[config.mk]
export PLATFORM = sky130hd
export DESIGN_NAME = tx_hs_burst_scheduler
export DESIGN_NICKNAME = d
export VERILOG_FILES = /design/src/rtl/mipi_tx_pkg.sv /design/src/rtl/rr_arb2.sv /design/src/rtl/tx_hs_burst_scheduler.sv
export SDC_FILE = /design/constraint.sdc
export NUM_CORES = 1
export LEC_CHECK = 0
export ABC_AREA = 1
export CORE_MARGIN = 2
export CORE_UTILIZATION = 35
export DETAILED_ROUTE_END_ITERATION = 6
export MAX_ROUTING_LAYER = met4
export PLACE_DENSITY = 0.73
export REMOVE_ABC_BUFFERS = 1
export SLEW_MARGIN = 20
export SYNTH_ARGS = -nofsm -noshare
export SYNTH_HDL_FRONTEND = slang
export SYNTH_SLANG_ARGS = --single-unit
export TNS_END_PERCENT = 5
[constraint.sdc]
create_clock -name TX_DDR_clk -period 2.3 [get_ports TX_DDR_clk]
set_clock_uncertainty 0.1 [all_clocks]
set_input_delay 0.46 -clock TX_DDR_clk [delete_from_list [all_inputs] [get_ports TX_DDR_clk]]
set_output_delay 0.46 -clock TX_DDR_clk [all_outputs]
set_load 0.05 [all_outputs]
[src/rtl/mipi_tx_pkg.sv]
// Shared MIPI TX definitions: HS lane state encodings, scheduler states, byte constants.
package mipi_tx_pkg;

  // Must match the encoding driven by the HS lane FSM on TX_HS_STATE.
  typedef enum logic [2:0] {
    LANE_STOP  = 3'd0,
    LANE_ZERO  = 3'd1,
    LANE_SYNC  = 3'd2,
    LANE_DATA  = 3'd3,
    LANE_TRAIL = 3'd4
  } hs_lane_state_e;

  typedef enum logic [1:0] {
    S_IDLE,
    S_ACTIVE,
    S_WAIT_STOP,
    S_GAP
  } sched_state_e;

  localparam logic [7:0] SYNC_BYTE  = 8'h1D;
  localparam logic [7:0] TRAIL_FILL = 8'h00;

endpackage

[src/rtl/rr_arb2.sv]
// Two-way round-robin arbiter; ptr remembers the last granted requester.
module rr_arb2 (
  input  logic       clk,
  input  logic       rst_n,
  input  logic [1:0] req,
  input  logic       update,
  output logic [1:0] grant,
  output logic       ptr
);

  always_comb begin
    grant = 2'b00;
    case (req)
      2'b01:   grant = 2'b01;
      2'b10:   grant = 2'b10;
      2'b11:   grant = ptr ? 2'b01 : 2'b10;
      default: grant = 2'b00;
    endcase
  end

  // Reset to "last granted 1" so the first contended grant goes to requester 0.
  always_ff @(posedge clk or negedge rst_n) begin
    if (!rst_n) begin
      ptr <= 1'b1;
    end else if (update) begin
      ptr <= grant[1];
    end
  end

endmodule

[src/rtl/tx_hs_burst_scheduler.sv]
// Arbitrates two byte-stream requesters onto the HS lane and sequences each burst
// from Enable through payload, END_DATA and TRAIL to a minimum LP gap.
module tx_hs_burst_scheduler
  import mipi_tx_pkg::*;
#(
  parameter int LEN_W    = 16,
  parameter int T_LP_GAP = 8
) (
  input  logic             TX_DDR_clk,
  input  logic             TX_rst_n,
  input  logic [1:0]       REQ,
  input  logic [LEN_W-1:0] REQ_LEN0,
  input  logic [LEN_W-1:0] REQ_LEN1,
  input  logic [7:0]       DATA0,
  input  logic [7:0]       DATA1,
  input  logic [1:0]       DATA_VALID,
  input  logic             TX_HS_READY,
  input  logic [2:0]       TX_HS_STATE,
  output logic             HS_ENABLE,
  output logic [7:0]       TX_BYTE_DATA,
  output logic             TX_HS_END_DATA,
  output logic [1:0]       GRANT,
  output logic [1:0]       DATA_ACK,
  output logic [1:0]       DONE,
  output logic             UNDERRUN,
  output logic             BUSY
);

  localparam int GAP_W = $clog2(T_LP_GAP + 1);

  sched_state_e     state, state_nx;
  logic [1:0]       grant_q, grant_nx;
  logic [LEN_W-1:0] rem, rem_nx;
  logic [GAP_W-1:0] gap_cnt, gap_nx;
  logic [1:0]       done_zl, done_zl_nx;

  logic [1:0]       arb_req, arb_gnt;
  logic             arb_update;
  logic             ptr_unused;
  logic [LEN_W-1:0] len_sel;
  logic [7:0]       byte_sel;
  logic             valid_sel;

  // A requester whose zero-length DONE is pulsing still holds REQ this cycle;
  // masking it stops the same request being granted twice.
  assign arb_req = REQ & ~done_zl;

  rr_arb2 u_arb (
    .clk    (TX_DDR_clk),
    .rst_n  (TX_rst_n),
    .req    (arb_req),
    .update (arb_update),
    .grant  (arb_gnt),
    .ptr    (ptr_unused)
  );

  assign len_sel   = arb_gnt[1] ? REQ_LEN1 : REQ_LEN0;
  assign byte_sel  = grant_q[1] ? DATA1 : DATA0;
  assign valid_sel = grant_q[1] ? DATA_VALID[1] : DATA_VALID[0];

  assign GRANT = grant_q;
  assign BUSY  = (state != S_IDLE);

  always_comb begin
    state_nx       = state;
    grant_nx       = grant_q;
    rem_nx         = rem;
    gap_nx         = gap_cnt;
    done_zl_nx     = 2'b00;
    arb_update     = 1'b0;
    HS_ENABLE      = 1'b0;
    TX_BYTE_DATA   = TRAIL_FILL;
    TX_HS_END_DATA = 1'b0;
    DATA_ACK       = 2'b00;
    DONE           = done_zl;
    UNDERRUN       = 1'b0;
    case (state)
      S_IDLE: begin
        if (|arb_req) begin
          arb_update = 1'b1;
          if (len_sel == '0) begin
            done_zl_nx = arb_gnt;
          end else begin
            grant_nx = arb_gnt;
            rem_nx   = len_sel;
            state_nx = S_ACTIVE;
          end
        end
      end
      S_ACTIVE: begin
        HS_ENABLE = 1'b1;
        if (TX_HS_READY) begin
          // The HS stream cannot stall: a missing byte is sent as fill and still counted.
          DATA_ACK     = grant_q;
          TX_BYTE_DATA = valid_sel ? byte_sel : TRAIL_FILL;
          UNDERRUN     = !valid_sel;
          if (rem != '0) begin
            rem_nx = rem - LEN_W'(1);
          end
          if (rem == LEN_W'(1)) begin
            TX_HS_END_DATA = 1'b1;
            state_nx       = S_WAIT_STOP;
          end
        end
      end
      S_WAIT_STOP: begin
        // Combinational so Enable is already low in the first STOP cycle.
        HS_ENABLE = (TX_HS_STATE != LANE_STOP);
        if (TX_HS_STATE == LANE_STOP) begin
          DONE     = grant_q;
          grant_nx = 2'b00;
          gap_nx   = GAP_W'(T_LP_GAP - 1);
          state_nx = S_GAP;
        end
      end
      S_GAP: begin
        if (gap_cnt <= GAP_W'(1)) begin
          state_nx = S_IDLE;
        end else begin
          gap_nx = gap_cnt - GAP_W'(1);
        end
      end
      default: state_nx = S_IDLE;
    endcase
  end

  always_ff @(posedge TX_DDR_clk or negedge TX_rst_n) begin
    if (!TX_rst_n) begin
      state   <= S_IDLE;
      grant_q <= 2'b00;
      rem     <= '0;
      gap_cnt <= '0;
      done_zl <= 2'b00;
    end else begin
      state   <= state_nx;
      grant_q <= grant_nx;
      rem     <= rem_nx;
      gap_cnt <= gap_nx;
      done_zl <= done_zl_nx;
    end
  end

endmodule

# After elaboration in Yosys (flattened, before gate mapping)
# Index checks and enable logic that the tools add are counted.
[op_classes] magnitude_cmp=1 n_eq_ne=15 reduce_logical=15 bitwise_logic=2 n_mux=42 addsub=2
[op_table] cell="2-to-1 mux 16 bit" count=5
[op_table] cell="2-to-1 mux 2 bit" count=17
[op_table] cell="2-to-1 mux 8 bit" count=4
[op_table] cell="case mux 16 bit (2 select lines)" count=1
[op_table] cell="== test 16 x 1 -> 1 bit, second input constant" count=1
[op_table] cell="zero test 16 bit" count=1
[op_table] cell="!= test 2 bit, second input constant" count=8
[op_table] cell="nonzero test 16 bit" count=1
[op_table] cell="subtractor 16 x 1 -> 16 bit, second input constant" count=1
[op_table] cell="== test 2 bit, second input constant" count=4
[op_table] cell="2-to-1 mux 1 bit" count=8
[op_table] cell="2-to-1 mux 4 bit" count=2
[op_table] cell="case mux 2 bit (4 select lines)" count=1
[op_table] cell="case mux 4 bit (2 select lines)" count=1
[op_table] cell="nonzero test 2 bit" count=4
[op_table] cell="case mux 2 bit (3 select lines)" count=1
[op_table] cell="AND reduction 6 bit" count=1
[op_table] cell="AND reduction 5 bit" count=1
[op_table] cell="== test 2 x 1 -> 1 bit, second input constant" count=2
[op_table] cell="<= comparator 4 x 1 -> 1 bit, second input constant" count=1
[op_table] cell="case mux 2 bit (2 select lines)" count=1
[op_table] cell="AND reduction 4 bit" count=1
[op_table] cell="subtractor 4 x 1 -> 4 bit, second input constant" count=1
[op_table] cell="zero test 3 bit" count=1
[op_table] cell="8 further kinds" count=8
[totals] out_inout_bits=18 inputBits=58 register_bits=27

# Logic depth before layout (Yosys ltp)
# Gate-level depths: netlist of run 1.
[depth] depth_word=9 depth_mapped=14 mapped_depth_nobuf=13

# Hierarchy
# A second synthesis of run 1 with hierarchy kept.
[unflattened] cells_unflattened=418 area_unflattened_um2=2467.4
[modules_own_cells] module="tx_hs_burst_scheduler" area_per_inst_um2=2403.6 cells_each=409 seq_area_each_um2=650.6 instances=1
[modules_own_cells] module="rr_arb2" area_per_inst_um2=63.8 cells_each=9 seq_area_each_um2=26.3 instances=1

# Least setup slack after synthesis of run 1
# No wires, ideal clock.
[synth_timing] path_type="flip-flop to output port" start="register state[1]" end="output port TX_BYTE_DATA[0]" slack_ps=-560 path_stages_with_launch=7 t_arrival_ps=2300 n_path_buf=2 path_cell_list="dfrtp_1 -> inv_1 -> ha_1 -> buf_1 -> clkbuf_1 -> nand3_1 -> a21oi_1"
[synth_via] elab_chain_cells=2
[synth_rtl] item="from (decl)" line="tx_hs_burst_scheduler.sv:31" rtl="sched_state_e state, state_nx;"
[synth_rtl] item="from (signal assigned)" line="tx_hs_burst_scheduler.sv:135" rtl="state <= state_nx;"
[synth_rtl] item="== test 2 x 1 -> 1 bit" line="tx_hs_burst_scheduler.sv:77" rtl="case (state)"
[synth_rtl] item="2-to-1 mux 8 bit" line="tx_hs_burst_scheduler.sv:77"
[synth_rtl] item="to (decl)" line="tx_hs_burst_scheduler.sv:20" rtl="output logic [7:0] TX_BYTE_DATA,"
# Every way passes these cells.

# Final worst setup path of run 1
[layout_timing] start="register rem[7]" end="output port TX_HS_END_DATA"
[layout_via] elab_chain_cells=4
[layout_rtl] item="from (decl)" line="tx_hs_burst_scheduler.sv:33" rtl="logic [LEN_W-1:0] rem, rem_nx;"
[layout_rtl] item="from (signal assigned)" line="tx_hs_burst_scheduler.sv:137" rtl="rem <= rem_nx;"
[layout_rtl] item="== test 16 x 1 -> 1 bit" line="tx_hs_burst_scheduler.sv:100" rtl="if (rem == LEN_W'(1)) begin"
[layout_rtl] item="2-to-1 mux 1 bit" line="tx_hs_burst_scheduler.sv:100"
[layout_rtl] item="2-to-1 mux 1 bit" line="tx_hs_burst_scheduler.sv:92" rtl="if (TX_HS_READY) begin"
[layout_rtl] item="2-to-1 mux 1 bit" line="tx_hs_burst_scheduler.sv:77"
[layout_rtl] item="to (decl)" line="tx_hs_burst_scheduler.sv:21" rtl="output logic TX_HS_END_DATA,"
# Every way passes these cells.

==> run metrics, run 1 <==
core area 6790 µm²; CTS Buf Count 3; fin util 57.9%; diode count 0; Tot GR Track Use 18.9%; initial antenna violation count 0; Area contributors post-synth dfrtp_1, nand2_1, nor2_1; Overflow after GRT 0; post-synthesis sequential area ratio 27.6%; CP Launch Type flop; Port-buffer cells 75; Distinct cells, synth 34; Final min period 2.31 ns; top-area cell type share of the netlist area 26.6%; total vias in the final route 3071; unrepaired setup endpoints after global routing yes; Row Count 30; peak supply drop 425 µV; Initial DRC Count 213; leading cell type in the layout, fill and taps excluded nand2_1; Achievable Freq 434 MHz; Seq cells post-synth 27; first-pass GRT wire length 11700 µm; kind of critical path reg2out; pin count of the biggest net entering global routing 28; die area 7690 µm²; Max-Cap Viols 0; Yosys Warn Count 0; Starting Density 36.1%; Area growth, synth to finish 60.6%; most frequent cells in the layout nand2_1, clkdlybuf4s50_1, nor2_1; # fillers 606; vias in the first global route 2752; CTS tree yes; area of the multi-input gates 1650 µm²; chip width 87.7 µm; slew margin rel. 66.1%; arrival time worst endpoint 1.75 ns; Final setup violation count 1; nets 587; routed len/inst 12.4 µm; Tcrit/Tclk final 100%; H-tree depth 1; vias per inst 4.99; Hold WC Path Type reg2reg; predominant post-synthesis flop cell dfrtp_1; outcome complete, but fails checks; fin cells 616; WP data required 1.74 ns; FF+latch area 677 µm²; total power density per cell area 995 nW/µm²; Placed Cells incl. Taps 603; Critical Path Fanout Max 4; placer congestion estimate 0.930; PnR worst setup slack -0.00586 ns; Clock Pin Slew Worst Setup and Hold Paths 0.09 ns; Post-Syn Instances 406; layout cell share with drive strength beyond 1 19.0%; DP Wirelength 5580 µm; asr flop ratio synth 100%; clock tree buffer depth 2; WL final 7630 µm; LEAKAGE 1.93 nW; Worst-Margin Slew 0.508 ns; final hold violation count 0; post-route ant nets 0; Slew Viols, Final 0; clk_lat worst skew 0.27 ns; DR pass1 iterations 5; Die H 87.7 µm; CTS Root Cell clkbuf_8; number of enable flip-flop cells after synthesis 0; DRC viols 0; mapped cell area 2450 µm²; area leader, netlist dfrtp_1; mean post-synth cell area 6.03 µm²; failing checks setup timing; Ports 76; CP Capture Type primary output; CTS Sinks 27
## registers in the layout, indices dropped and copies added, names as in the netlist
name / flops
state: 2
u_arb.ptr: 1
gap_cnt: 4
GRANT: 2
done_zl: 2
rem: 16
## cells by family after synthesis
logic type	Yosys count	share of synthesized area, %
compound gates	50	11.1
xor+xnor	2	0.715
fa+ha+maj	8	4.09
buf+inv	57	9.81
flops	27	27.6
mux	1	0.409
simple gates	261	46.2
## cell type report
type,instances,area share (%)
Sequential cell,27,17.2
Clock buffer,3,1.05
Tap cell,96,3.05
Timing Repair Buffer,120,32.4
Inverter,44,4.26
Multi-Input combinational cell,325,41.9
Clock inverter,1,0.127
## critical path, stage by stage (launching register included)
cell and delay [ns]:
dfrtp_1 0.43, nor2_1 0.20, nand2_1 0.11, nor2_1 0.20
nand3_1 0.14, nor2_1 0.21, buf_12 0.17
## cells in the mapped netlist (3+ instances only)
master	instances
nand4_1	23
buf_6	3
o21ai_0	22
inv_1	42
or2_2	4
nand2_2	3
dfrtp_1	26
a31oi_1	3
a21oi_1	17
buf_2	3
nand2_1	143
nor3_1	4
clkbuf_1	6
ha_1	8
nand3_1	24
nor2_1	54
## metal layers
layer	vias up	GRT usage [%]	wire length (µm)
met1	1381	23.4	3210
met3	8	1.60	484
li1	1541	-	-
met5	-	-	0
met4	0	4.48	86
met2	141	33.3	3850
## path summary, 6_finish.rpt
| check | cells after the start | slack [ns] | startpoint | end |
|---|---|---|---|---|
| min | 2 | 0.39 | rem[1] | rem[1] |
| max | 6 | -0.006 | rem[7] | TX_HS_END_DATA |
| min reg2reg | 2 | 0.39 | rem[1] | rem[1] |
| max in group asynchronous | 2 | 1.35 | TX_rst_n | u_arb.ptr |
| max reg2reg | 12 | 0.23 | done_zl[1] | rem[6] |
| min in group asynchronous | 2 | 0.45 | TX_rst_n | GRANT[0] |
## per-stage QoR
stage / worst slack [ns] / power (W) / hold slack (ns) / area [µm²] / setup TNS, ns
global route: -0.0786 / 0.00425 / 0.399 / 3940 / -0.157
CTS: -0.0205 / 0.00374 / 0.384 / 3740 / -0.0865
finish: -0.00586 / 0.00391 / 0.386 / 3940 / -0.00586
global placement: -0.170 / 0.00338 / 0.360 / 3680 / -3.73
detailed placement: -0.244 / 0.00346 / 0.362 / 3680 / -5.43
floorplan: -0.522 / 0.00255 / 0.0644 / 2370 / -7.71
## timing repair
item,in CTS,in global routing
cloned,0,4
setup buffers,0,5
gates resized for setup,3,24
setup endpoints to repair,10,37
hold buffers,0,0
pin swaps,0,11
## report_power, final
group | switching [W] | internal, W | total [W] | leakage [nW]
clock | 0.000155 | 0.000122 | 0.000277 | 0.0255
combinational | 0.00163 | 0.00107 | 0.00270 | 1.57
sequential | 0.000228 | 0.000708 | 0.000936 | 0.333
total | 0.00202 | 0.00190 | 0.00391 | 1.93
(Power assumes the default switching activity.)
==> run 2, diff against run 1 <==
SLEW_MARGIN = 5   (was 20)
==> results of run 2 <==
Same layout as run 1: the final DEF is identical, and so are final timing and power.
==> run 3, diff against run 2 <==
--- a/config.mk
+++ b/config.mk
@@ -10,5 +10,6 @@
 export CORE_UTILIZATION = 35
+export CTS_CLUSTER_SIZE = 28
 export DETAILED_ROUTE_END_ITERATION = 6
 export MAX_ROUTING_LAYER = met4
-export PLACE_DENSITY = 0.73
+export PLACE_DENSITY = 0.61
 export REMOVE_ABC_BUFFERS = 1
==> constraint.sdc (replaced) <==
create_clock -name TX_DDR_clk -period 2.3 [get_ports TX_DDR_clk]
set_clock_uncertainty 0.1 [all_clocks]
set_input_delay 0.345 -clock TX_DDR_clk [delete_from_list [all_inputs] [get_ports TX_DDR_clk]]
set_output_delay 0.345 -clock TX_DDR_clk [all_outputs]
set_load 0.05 [all_outputs]
==> run 3 against run 2 <==
  * The flow now finishes without violations
  * Sequential cell count did not move
  * Cell count shrank 2.4%
  * Core utilization down 2.6 points
  * Die area unchanged
  * Worst setup slack improved by 0.086 ns
  * Combinational power fell by 6%
  * Worst hold slack worse by 0.049 ns
  * Register-to-register slack about the same
  * Final area is 4.5% lower
  * Critical path depth decreased by 5
  * Power decreased by 3.6%
  * Sequential share of layout area grew 0.81 points
  * Largest power group unchanged
==> run metrics, run 3 (synthesized netlist as in run 1, its figures left out) <==
slew margin rel. 66.6% (was 66.1%); Area growth, synth to finish 53.4% (was 60.6%); placer congestion estimate 0.854 (was 0.930); routed len/inst 12.0 µm (was 12.4 µm); Slew Viols, Final 0 (unchanged); core area 6790 µm² (unchanged); CTS Buf Count 3 (unchanged); arrival time worst endpoint 1.77 ns (was 1.75 ns); DP Area 3650 µm² (was 3680 µm²); leading cell type in the layout, fill and taps excluded nand2_1 (unchanged); fin cells 601 (was 616); Critical Path Fanout Max 12 (was 4); Tcrit/Tclk final 96.5% (was 100%); final hold violation count 0 (unchanged); vias in the first global route 2736 (was 2752); H-tree depth 1 (unchanged); initial antenna violation count 0 (unchanged); die area 7690 µm² (unchanged); CTS tree yes (unchanged); Max-Cap Viols 0 (unchanged); Top Registers rem: 16 flops, gap_cnt: 4 flops (unchanged); crit-path max cell delay 0.89 ns (was 0.43 ns); Largest Register rem (unchanged); Row Count 30 (unchanged); pin count of the biggest net entering global routing 28 (unchanged); most frequent cells in the layout nand2_1, clkdlybuf4s50_1, nor2_1 (unchanged); diode count 0 (unchanged); peak supply drop 384 µV (was 425 µV); CTS Root Cell clkbuf_8 (unchanged); WL final 7180 µm (was 7630 µm); Tot GR Track Use 20.3% (was 18.9%); Hold WC Path Type in2async (was reg2reg); total vias in the final route 2895 (was 3071); total power density per cell area 1000 nW/µm² (was 995 nW/µm²); Starting Density 36.1% (unchanged); Port-buffer cells 75 (unchanged); outcome finished, final reports clean (was complete, but fails checks); critical-path cell list clkdlybuf4s50_1 (was nor2_1, nand2_1, nor2_1, nand3_1, nor2_1, buf_12); post-route ant nets 0 (unchanged); WP data required 1.86 ns (was 1.74 ns); Ports 76 (unchanged); design area 3760 µm² (was 3940 µm²); layout cell share with drive strength beyond 1 15.4% (was 19.0%); CP Capture Type primary output (unchanged); Die H 87.7 µm (unchanged); # fillers 682 (was 606); LEAKAGE 1.80 nW (was 1.93 nW); postcts setup bufs 0 (unchanged); CP bufs+invs 1 (unchanged); Placed Cells incl. Taps 597 (was 603); CP Launch Type flop (unchanged); DP Wirelength 5770 µm (was 5580 µm); DR pass1 iterations 5 (unchanged); Initial DRC Count 172 (was 213); Final setup violation count 0 (was 1); chip width 87.7 µm (unchanged); Crit path max-delay family buffers and inverters (was simple AND/OR/NAND/NOR gates); nets 572 (was 587); number of flip-flops under the largest register name 16 (unchanged); vias per inst 4.82 (was 4.99); DRC viols 0 (unchanged); Overflow after GRT 0 (unchanged); CTS Sinks 27 (unchanged); Clock Pin Slew Worst Setup and Hold Paths 0.09 ns (about the same); first-pass GRT wire length 12400 µm (was 11700 µm); Hold-fix buffers, CTS 0 (unchanged); clk_lat worst skew 0.28 ns (was 0.27 ns); unrepaired setup endpoints after global routing no (was yes); Final min period 2.22 ns (was 2.31 ns); slowest CP cell clkdlybuf4s50_1 (was dfrtp_1); clock tree buffer depth 2 (unchanged); Min Hold Slack 0.336 ns (was 0.386 ns); kind of critical path reg2out (unchanged); Worst-Margin Slew 0.499 ns (was 0.508 ns); Achievable Freq 451 MHz (was 434 MHz)
run 3: final timing paths:
kind / end / start / cells past startpoint / slack [ns]
setup / recovery: GRANT[1] / GRANT[1] / 1 / 0.08
hold / removal: GRANT[1] / TX_rst_n / 2 / 0.34
setup reg to reg: done_zl[0] / u_arb.ptr / 12 / 0.24
hold reg to reg: rem[1] / rem[1] / 2 / 0.39
max in group asynchronous: u_arb.ptr / TX_rst_n / 2 / 1.46
min in group TX_DDR_clk: rem[1] / rem[1] / 2 / 0.39
run 3: layer usage:
layer  routed length, µm  global-route usage (%)
met5                   0                       -
met4                  69                    4.90
met3                 281                    1.51
met2                3430                    33.1
met1                3400                    27.6
run 3: per-stage QoR:
step           setup TNS, ns  setup WS (ns)  total power (W)  utilization, %
2_1_floorplan          -5.98         -0.407          0.00255               -
3_3_place_gp           -2.24         -0.138          0.00342            53.8
3_5_place_dp           -3.01         -0.176          0.00346            53.8
4_1_cts                    0         0.0753          0.00375            54.5
5_1_grt                    0        0.00284          0.00418            55.3
6_report                   0         0.0804          0.00377            55.3
run 3: report_power, final:
| group | internal [W] | switching, W |
|---|---|---|
| clock network | 0.000124 | 0.000153 |
| logic | 0.00102 | 0.00153 |
| registers | 0.000708 | 0.000234 |
run 3: area by class of cell:
cell class	count	area [µm²]	share of cell area (%)
Timing Repair Buffer	108	1160	30.9
Tap cell	96	120	3.20
Clock buffer	4	45.0	1.20
Inverter	44	168	4.46
Multi-Input combinational cell	322	1590	42.2
Sequential cell	27	677	18.0
run 3: what timing repair did:
action,CTS,global route
endpoints found under the setup margin,5,35
gates resized for setup,1,14
pin swaps,0,0
